File: config.mk
export PLATFORM = sky130hd
export DESIGN_NAME = saa_psg
export DESIGN_NICKNAME = d
export VERILOG_FILES = /design/src/rtl/saa_psg.sv
export SDC_FILE = /design/constraint.sdc
export NUM_CORES = 1
export LEC_CHECK = 0
export BUFFER_PORTS_ARGS = -buffer_cell sky130_fd_sc_hd__clkbuf_2
export CORE_MARGIN = 5
export CORE_UTILIZATION = 54
export DETAILED_ROUTE_END_ITERATION = 12
export GPL_ROUTABILITY_DRIVEN = 0
export PLACE_DENSITY_LB_ADDON = 0.15
export SYNTH_ARGS = -nofsm -noshare
export SYNTH_HDL_FRONTEND = slang
export SYNTH_SLANG_ARGS = --single-unit
File: constraint.sdc
create_clock -name clk_sys -period 9 [get_ports clk_sys]
set_clock_uncertainty 0.05 [all_clocks]
set_input_delay 1.35 -clock clk_sys [delete_from_list [all_inputs] [get_ports clk_sys]]
set_output_delay 1.35 -clock clk_sys [all_outputs]
set_load 0.01 [all_outputs]
File: src/rtl/saa_psg.sv
// -----------------------------------------------------------------------------
// saa_psg -- SAA1099-compatible programmable sound generator
//
// A CPU writes an address latch (a0=1) and then the addressed register (a0=0).
// CHANNELS square-wave tone generators (3-bit octave, 8-bit frequency) are
// mixed with per-channel 4-bit left/right amplitudes into unsigned stereo PCM.
// All sound generation advances only on cycles where ce=1.
//
// Optional feature macro: SAA_PSG_NOISE_EN
//   Defined     : two 17-bit LFSR noise generators (gen0 -> ch 0-2,
//                 gen1 -> ch 3-5), noise enable (0x15) and noise clock
//                 select (0x16) registers are live.
//   Not defined : no noise hardware; writes to 0x15/0x16 are ignored and the
//                 mixer reduces to tone_en & square.
//
// Parameters
//   CHANNELS  number of tone channels, 1..6
//   OUT_W     width of out_l/out_r, 8..16
//
// Ports
//   clk_sys  in   system clock, all state on the rising edge
//   rst_n    in   asynchronous active-low reset
//   ce       in   sound-generation clock enable
//   cs_n     in   chip select, active low
//   a0       in   0 = data write, 1 = address write
//   wr_n     in   write strobe, active low
//   din      in   CPU data bus
//   out_l    out  left PCM, unsigned, registered
//   out_r    out  right PCM, unsigned, registered
// -----------------------------------------------------------------------------
module saa_psg #(
  parameter int CHANNELS = 6,
  parameter int OUT_W    = 8
) (
  input  logic             clk_sys,
  input  logic             rst_n,
  input  logic             ce,
  input  logic             cs_n,
  input  logic             a0,
  input  logic             wr_n,
  input  logic [7:0]       din,
  output logic [OUT_W-1:0] out_l,
  output logic [OUT_W-1:0] out_r
);

  localparam int NMAX = 6;
  // Only bits of implemented channels can ever be set in enable registers.
  localparam logic [NMAX-1:0] CH_MASK = NMAX'((7'd1 << CHANNELS) - 7'd1);
  localparam logic [16:0]     OUT_MAX = 17'((1 << OUT_W) - 1);

`ifdef SAA_PSG_NOISE_EN
  // Two extra prescaler bits provide the /512 and /1024 noise clocks.
  localparam int PRE_W = 10;
`else
  localparam int PRE_W = 8;
`endif

  // ---------------------------------------------------------------------------
  // Register file and bus interface
  // ---------------------------------------------------------------------------
  logic            r_wr_prev;
  logic            w_wr_act;
  logic            w_wr_evt;
  logic [4:0]      r_addr;
  logic [3:0]      r_amp_l [NMAX];
  logic [3:0]      r_amp_r [NMAX];
  logic [7:0]      r_freq  [NMAX];
  logic [2:0]      r_oct   [NMAX];
  logic [NMAX-1:0] r_tone_en;
  logic            r_snd_en;
  logic            r_sync;
`ifdef SAA_PSG_NOISE_EN
  logic [NMAX-1:0] r_noise_en;
  logic [1:0]      r_nsel [2];
`endif

  // A write event is the first cycle of an active strobe, so a strobe held
  // for many clocks (or whose bus changes while held) writes only once.
  assign w_wr_act = ~cs_n & ~wr_n;
  assign w_wr_evt = w_wr_act & ~r_wr_prev;

  always_ff @(posedge clk_sys or negedge rst_n) begin
    if (!rst_n) begin
      r_wr_prev <= 1'b0;
      r_addr    <= '0;
      for (int i = 0; i < NMAX; i++) begin
        r_amp_l[i] <= '0;
        r_amp_r[i] <= '0;
        r_freq[i]  <= '0;
        r_oct[i]   <= '0;
      end
      r_tone_en <= '0;
      r_snd_en  <= 1'b0;
      r_sync    <= 1'b0;
`ifdef SAA_PSG_NOISE_EN
      r_noise_en <= '0;
      r_nsel[0]  <= '0;
      r_nsel[1]  <= '0;
`endif
    end else begin
      r_wr_prev <= w_wr_act;
      if (w_wr_evt) begin
        if (a0) begin
          r_addr <= din[4:0];
        end else begin
          for (int i = 0; i < CHANNELS; i++) begin
            if (r_addr == 5'(i)) begin
              r_amp_l[i] <= din[7:4];
              r_amp_r[i] <= din[3:0];
            end
            if (r_addr == 5'(8 + i)) begin
              r_freq[i] <= din;
            end
            // Octave registers pack two channels: even in [2:0], odd in [6:4].
            if (r_addr == 5'(16 + i / 2)) begin
              r_oct[i] <= (i % 2 == 0) ? din[2:0] : din[6:4];
            end
          end
          if (r_addr == 5'h14) begin
            r_tone_en <= din[NMAX-1:0] & CH_MASK;
          end
`ifdef SAA_PSG_NOISE_EN
          if (r_addr == 5'h15) begin
            r_noise_en <= din[NMAX-1:0] & CH_MASK;
          end
          if (r_addr == 5'h16) begin
            r_nsel[0] <= din[1:0];
            r_nsel[1] <= din[5:4];
          end
`endif
          if (r_addr == 5'h1C) begin
            r_snd_en <= din[0];
            r_sync   <= din[1];
          end
        end
      end
    end
  end

  // ---------------------------------------------------------------------------
  // Tone generators
  // ---------------------------------------------------------------------------
  logic [PRE_W-1:0] r_pre;
  logic [7:0]       r_cnt     [NMAX];
  logic [2:0]       r_oct_act [NMAX];  // octave in force since the last reload
  logic [NMAX-1:0]  r_sq;
  logic [7:0]       w_mask    [NMAX];
  logic [NMAX-1:0]  w_tick;
  logic [NMAX-1:0]  w_tog;

  // A channel ticks when the low (8-oct) prescaler bits are all ones, giving
  // a tick period of 2^(8-oct) ce cycles.
  always_comb begin
    for (int i = 0; i < NMAX; i++) begin
      w_mask[i] = 8'((9'd1 << (4'd8 - {1'b0, r_oct_act[i]})) - 9'd1);
      w_tick[i] = ce && (i < CHANNELS) && !r_sync &&
                  ((r_pre[7:0] & w_mask[i]) == w_mask[i]);
      w_tog[i]  = w_tick[i] && (r_cnt[i] == 8'hFF);
    end
  end

  always_ff @(posedge clk_sys or negedge rst_n) begin
    if (!rst_n) begin
      r_pre <= '0;
      r_sq  <= '0;
      for (int i = 0; i < NMAX; i++) begin
        r_cnt[i]     <= '0;
        r_oct_act[i] <= '0;
      end
    end else begin
      // Sync reset also parks the prescaler so that after release every
      // channel's first half-period is exactly (256-freq)*2^(8-oct) ce.
      if (r_sync) begin
        r_pre <= '0;
      end else if (ce) begin
        r_pre <= r_pre + PRE_W'(1);
      end
      for (int i = 0; i < NMAX; i++) begin
        if (r_sync) begin
          r_cnt[i]     <= r_freq[i];
          r_oct_act[i] <= r_oct[i];
          r_sq[i]      <= 1'b0;
        end else if (w_tog[i]) begin
          // Frequency and octave changes only land here, at the reload.
          r_cnt[i]     <= r_freq[i];
          r_oct_act[i] <= r_oct[i];
          r_sq[i]      <= ~r_sq[i];
        end else if (w_tick[i]) begin
          r_cnt[i] <= r_cnt[i] + 8'd1;
        end
      end
    end
  end

  // ---------------------------------------------------------------------------
  // Noise generators and per-channel signal select
  // ---------------------------------------------------------------------------
  logic [NMAX-1:0] w_sig;

`ifdef SAA_PSG_NOISE_EN
  logic [16:0] r_lfsr [2];
  logic [1:0]  w_nclk;
  logic        w_nz;

  always_comb begin
    for (int g = 0; g < 2; g++) begin
      case (r_nsel[g])
        2'b00:   w_nclk[g] = ce && (r_pre[7:0] == 8'hFF);
        2'b01:   w_nclk[g] = ce && (r_pre[8:0] == 9'h1FF);
        2'b10:   w_nclk[g] = ce && (r_pre == 10'h3FF);
        // Select 11 follows the ch0/ch3 toggle pulse; w_tog[3] stays low if CHANNELS < 4.
        default: w_nclk[g] = (g == 0) ? w_tog[0] : w_tog[3];
      endcase
    end
  end

  // Fibonacci LFSR, taps 17 and 14: the output is bit 0 (stage 17), the
  // feedback of stages 17 and 14 enters at bit 16.
  always_ff @(posedge clk_sys or negedge rst_n) begin
    if (!rst_n) begin
      r_lfsr[0] <= 17'h1FFFF;
      r_lfsr[1] <= 17'h1FFFF;
    end else begin
      for (int g = 0; g < 2; g++) begin
        if (!r_sync && w_nclk[g]) begin
          r_lfsr[g] <= {r_lfsr[g][0] ^ r_lfsr[g][3], r_lfsr[g][16:1]};
        end
      end
    end
  end

  always_comb begin
    w_nz = 1'b0;
    for (int i = 0; i < NMAX; i++) begin
      w_nz = (i < 3) ? r_lfsr[0][0] : r_lfsr[1][0];
      if (r_tone_en[i] && r_noise_en[i]) begin
        w_sig[i] = r_sq[i] & w_nz;
      end else if (r_tone_en[i]) begin
        w_sig[i] = r_sq[i];
      end else if (r_noise_en[i]) begin
        w_sig[i] = w_nz;
      end else begin
        w_sig[i] = 1'b0;
      end
    end
  end
`else
  assign w_sig = r_tone_en & r_sq;
`endif

  // ---------------------------------------------------------------------------
  // Stereo mixer and output registers
  // ---------------------------------------------------------------------------
  logic [7:0]       w_sum_l;
  logic [7:0]       w_sum_r;
  logic [8:0]       w_dbl_l;
  logic [8:0]       w_dbl_r;
  logic [OUT_W-1:0] w_mix_l;
  logic [OUT_W-1:0] w_mix_r;

  always_comb begin
    w_sum_l = '0;
    w_sum_r = '0;
    for (int i = 0; i < NMAX; i++) begin
      if (w_sig[i]) begin
        w_sum_l = w_sum_l + {4'd0, r_amp_l[i]};
        w_sum_r = w_sum_r + {4'd0, r_amp_r[i]};
      end
    end
    w_dbl_l = {w_sum_l, 1'b0};
    w_dbl_r = {w_sum_r, 1'b0};
    w_mix_l = ({8'd0, w_dbl_l} > OUT_MAX) ? OUT_MAX[OUT_W-1:0] : OUT_W'(w_dbl_l);
    w_mix_r = ({8'd0, w_dbl_r} > OUT_MAX) ? OUT_MAX[OUT_W-1:0] : OUT_W'(w_dbl_r);
  end

  always_ff @(posedge clk_sys or negedge rst_n) begin
    if (!rst_n) begin
      out_l <= '0;
      out_r <= '0;
    end else if (ce) begin
      out_l <= r_snd_en ? w_mix_l : '0;
      out_r <= r_snd_en ? w_mix_r : '0;
    end
  end

endmodule
Word-level counts from Yosys, hierarchy flattened
Cells that the tools add are included.
{"block": "word_totals", "in_bits": 14, "wordCells": 240, "regBits": 224, "output_inout_bits": 16}
{"block": "op_classes", "eq_ne": 28, "n_bitwise": 19, "n_addsub": 29, "reduce_logical": 46, "muxes": 60, "n_lt_le_gt_ge": 2, "n_shift": 6}
{"op": "$mux 8", "n": 34}
{"op": "$add 8x4->8", "n": 10}
{"op": "$add 8x1->8 const B", "n": 7}
{"op": "$reduce_and 3->1", "n": 17}
{"op": "$and 8x8->8", "n": 6}
{"op": "$eq 8x8->1", "n": 6}
{"op": "$eq 8x8->1 const B", "n": 6}
{"op": "$shl 1x4->8 const A", "n": 6}
{"op": "$sub 8x1->8 const B", "n": 6}
{"op": "$mux 3", "n": 12}
{"op": "$eq 5x4->1 const B", "n": 6}
{"op": "$eq 5x5->1 const B", "n": 5}
{"op": "$sub 4x3->4 const A", "n": 6}
{"op": "$gt 9x8->1 const B", "n": 2}
{"op": "$reduce_bool 3->1", "n": 6}
{"op": "$reduce_bool 2->1", "n": 7}
{"op": "$logic_and 1x1->1", "n": 13}
{"op": "$mux 1", "n": 12}
{"op": "$eq 5x2->1 const B", "n": 2}
{"op": "$eq 5x3->1 const B", "n": 2}
{"op": "$not 1->1", "n": 10}
{"op": "$mux 4", "n": 2}
{"op": "$and 6x6->6", "n": 1}
{"op": "$eq 5x1->1 const B", "n": 1}
{"op": "4 further kinds", "n": 5}

Depth between registers and ports, before layout
{"block": "depth", "ltp_word": 15, "ltp_mapped": 29, "ltp_nobuf": 28}

Worst setup path after synthesis
OpenSTA, ideal clock, no wires.
{"block": "synth_path", "path_type": "reg-to-reg", "start": "register r_sq[0]", "end": "register out_r[7]", "path_stages_with_launch": 26, "setup_ps": 122, "setup_slack_ps": 3263, "arrival_time_ps": 5565, "synth_period_minus_slack_ps": 5737, "t_required_ps": 8828, "n_path_buf": 1, "cell_sequence": "dfrtp_1 > clkbuf_1 > and3_1 > ha_1 > inv_1 > fa_1 > o21ai_0 > inv_1 > fa_1 > nand2_1 > o21ai_0 > inv_1 > ha_1 > a21o_1 > a21oi_1 > xnor2_1 > mux2_2 > ha_1 > and4_1 > a211o_1 > and3_1 > a211o_1 > a211o_1 > nor3b_1 > or2_0 > a32o_1"}
{"block": "synth_via", "elab_chain_len": 15}
{"item": "start, declared", "line_no": "146", "source": "logic [NMAX-1:0] r_sq;"}
{"item": "start signal, assigned by index", "line_no": "187", "source": "r_sq[i] <= ~r_sq[i];"}
{"item": "$and 6x6->6 (*)", "line_no": "248", "source": "assign w_sig = r_tone_en & r_sq;"}
{"item": "$mux 4 (*)", "line_no": "265", "source": "if (w_sig[i]) begin"}
{"item": "$add 8x4->8", "line_no": "267", "source": "w_sum_r = w_sum_r + {4'd0, r_amp_r[i]};"}
{"item": "$mux 8 (*)", "line_no": "265"}
{"item": "$add 8x4->8", "line_no": "267"}
{"item": "$mux 8 (*)", "line_no": "265"}
{"item": "$add 8x4->8", "line_no": "267"}
{"item": "$mux 8 (*)", "line_no": "265"}
{"item": "$add 8x4->8", "line_no": "267"}
{"item": "$mux 8 (*)", "line_no": "265"}
{"item": "$add 8x4->8", "line_no": "267"}
{"item": "$mux 8 (*)", "line_no": "265"}
{"item": "$gt 9x8->1", "line_no": "273", "source": "w_mix_r = ({8'd0, w_dbl_r} > OUT_MAX) ? OUT_MAX[OUT_W-1:0] : OUT_W'(w_dbl_r);"}
{"item": "$mux 8 (*)", "line_no": "273"}
{"item": "$mux 8 (*)", "line_no": "282", "source": "out_r <= r_snd_en ? w_mix_r : '0;"}
{"item": "end signal, assigned", "line_no": "282"}
{"item": "end, declared", "line_no": "43", "source": "output logic [OUT_W-1:0] out_r"}
Every way passes the cells marked *; elsewhere a longest branch is shown, timed or not.
A chain may end at the register's enable or synchronous reset.

Worst setup path after layout
Same ends and word-level chain as after synthesis.

==> run metrics <==
row cnt 57; clock sink count 224; MaxCap Viol Count 0; sw frac 29.1%; Flop pwr share 45.0%; Layout fillers 2115; Final Util 59.9%; Iter 0 DRT Violations 576; nets@finish 1399; CTS clock-pin slew for the worst setup and hold paths 0.06 ns; Yosys cell types 73; internal power 2200 uW; chip width 166 um; final setup fails 0; leakage 0.00670 uW; Critical Path RT 9.36 ns; CTS Buf Count 26; Antenna diodes 0; Ys Warns 0; DRC Markers 0; global-route wire length before repair 50100 um; Final Max Slew Viols 0; top_reg_cell synth dfrtp_1; Power Density 215 nW/um^2; WP data arrival 6.44 ns; # IOs 30; port buffer count 29; Synth Instances 1316; Async S/R FF share, synth 100%; Final Non-Filler Cells 1664; number of cells on the worst reg-to-reg path 24; WS Path Type flip-flop to flip-flop; share of the yosys chip area belonging to registers 42.8%; critical path endpoint out_r[7]$_DFFE_PN0P_; worst min path class flip-flop to flip-flop; GRT overflow 0; aggregate routed wire length 30400 um; area of the die 27500 um^2; Initial Utilization 54.3%; Rel. slew slack 26.8%; number of setup buffers added after CTS 0; Slew @ Worst Pin 1.08 ns; first-pass detailed-route iteration total 5; Clock Power Share 38.1%; status finished clean; Clock Tree Root clkbuf_16; hpwl dp 20500 um; CTS Buffer Depth 3; Syn Nets 1394; CTS tree yes; Comb power frac 16.9%; H-tree levels 1; Resize count post-CTS 0; chip height 166 um; vias in the first global route 9471; Fin Setup TNS 0 ns; Sw Pwr 901 uW; final hold vios 0; Post-synth EDFFs 0; crit path capture type flip-flop; crit path time final 6.08 ns; Power, Total 3100 uW; Via density 5.95; syn avg cell area 9.95 um^2; final worst path period share 67.5%; CTS hold repair buffers 0; clk_lat worst skew 0.54 ns; Via Count 9903; crit path from r_sq[0]$_DFFE_PN0P_; post-route ant nets 0; r2r endpoint out_r[7]$_DFFE_PN0P_; startpoint types flip-flop; most frequent cells in the layout 223 x dfrtp_1, 148 x mux2_2, 103 x nand2_1, 93 x a21oi_1, 90 x nor2_1; largest net degree at the start of global routing 79; Mapped Area 13100 um^2; register bit total from synthesis 224; Core Region 24100 um^2; Worst Path Max Fanout 14; setup slack, reg-to-reg 2.92 ns; Max Freq 165 MHz; Placed Cells incl. Taps 1617; Synth-to-Final Area Change 10.3%; maximum VDD drop 0.207 mV; RSZ-0062 raised after global routing no; RR Startpoint r_sq[0]$_DFFE_PN0P_; initial antenna violation count 1; commonest non-fill, non-tap cell in the layout dfrtp_1; wire per inst 18.3 um; GRT Util Overall 21.8%; layout cell share with drive strength beyond 1 19.1%
-- state kept, by name (all words and copies together), names as in the netlist --
name,flops
r_oct_act,18
r_amp_l,24
r_cnt,48
r_sq,6
r_wr_prev,1
out_r,8
r_tone_en,6
r_snd_en,1
r_addr,5
r_oct,18
out_l,8
r_sync,1
r_freq,48
r_pre,8
r_amp_r,24
-- cell usage after synthesis, drive strengths merged, types with 9 or more instances --
cell	n	share of area, %
dfrtp	224	43
mux2	148	13
nand2	103	3.0
a21oi	93	3.6
nor2	93	2.7
o21ai	83	3.2
inv	67	1.9
ha	54	5.2
clkbuf	42	1.2
nand3	34	1.3
nor3	32	1.4
nand4	24	1.1
xnor2	20	1.3
and3	19	0.91
nor2b	19	0.91
buf	17	0.66
a21o	15	0.86
nand2b	15	0.72
mux2i	14	1.1
a211oi	13	0.98
a31oi	13	0.62
xor2	13	0.87
o22ai	11	0.53
fa	10	1.5
nor4	9	0.43
-- critical path, stage by stage (launching register included) --
cell	delay (ns)
dfrtp_1	0.52
and3_1	0.23
ha_1	0.17
inv_1	0.05
fa_1	0.41
o21ai_0	0.28
inv_1	0.10
fa_1	0.51
nand2_1	0.04
o21ai_0	0.20
inv_1	0.09
ha_1	0.28
a21o_1	0.20
a21oi_1	0.19
xnor2_1	0.10
mux2_2	0.27
ha_1	0.33
and4_1	0.24
a211o_1	0.32
and3_1	0.19
a211o_1	0.26
a211o_1	0.30
nor3b_1	0.16
or2_0	0.20
a32o_1	0.25
-- cell families (layout without fill, tap and decap cells) --
logic type	count (synthesis)	count (layout)	synth area share (%)
simple gates	395	395	15.2
mux	162	162	13.8
compound gates	310	310	15.2
fa+ha+maj	64	64	6.69
xor+xnor	35	35	2.55
flops	224	224	42.8
buf+inv	126	150	3.79
-- worst min-delay path by stage --
stage,start,end,depth (start not counted)
final,r_freq[0]$_DFFE_PN0P_,r_cnt[0]$_DFFE_PN0P_,2
after global routing,r_oct[17]$_DFFE_PN0P_,r_oct_act[17]$_DFFE_PN0P_,1
after global placement,r_cnt[37]$_DFFE_PN0P_,r_cnt[37]$_DFFE_PN0P_,1
after CTS,r_cnt[13]$_DFFE_PN0P_,r_cnt[13]$_DFFE_PN0P_,1
after floorplan,r_cnt[37]$_DFFE_PN0P_,r_cnt[37]$_DFFE_PN0P_,1
after detailed placement,r_cnt[13]$_DFFE_PN0P_,r_cnt[13]$_DFFE_PN0P_,1
-- routing by layer --
| metal | wire [um] | GRT usage, % | up-vias | share of wire (%) |
|---|---|---|---|---|
| li1 | - | - | 4783 | - |
| met1 | 14100 | 31.4 | 4895 | 46 |
| met2 | 14500 | 35.6 | 180 | 48 |
| met3 | 1100 | 2.55 | 45 | 3.6 |
| met4 | 682 | 5.34 | 0 | 2.2 |
| met5 | 0 | 0 | - | 0 |
-- final cells by class --
type / count / area, um^2 / share of cell area (%)
clock inverters: 11 / 236 / 1.64
well taps: 324 / 405 / 2.81
repair buffers: 36 / 208 / 1.44
multi-input cells: 966 / 6990 / 48.4
clock buffers: 36 / 738 / 5.11
inverters: 67 / 251 / 1.74
flip-flops and latches: 224 / 5610 / 38.8
-- power by group through the flow --
stage | clock [uW] | combinational, uW | sequential (uW)
2_1_floorplan | 0 | 442 | 1330
3_3_place_gp | 0 | 502 | 1400
3_5_place_dp | 0 | 521 | 1410
4_1_cts | 1200 | 528 | 1390
5_1_grt | 1250 | 601 | 1420
6_report | 1180 | 523 | 1390
-- metrics by stage --
| step | cell area, um^2 | worst slack, ns | hold WS, ns |
|---|---|---|---|
| 6_report | 14400 | 2.92 | 0.447 |
| 3_3_place_gp | 13500 | 3.07 | 0.426 |
| 5_1_grt | 14400 | 2.44 | 0.463 |
| 4_1_cts | 14400 | 2.93 | 0.448 |
| 3_5_place_dp | 13500 | 2.97 | 0.434 |
| 2_1_floorplan | 13100 | 3.26 | 0.410 |
No activity file was read; power rests on OpenSTA's default activity.
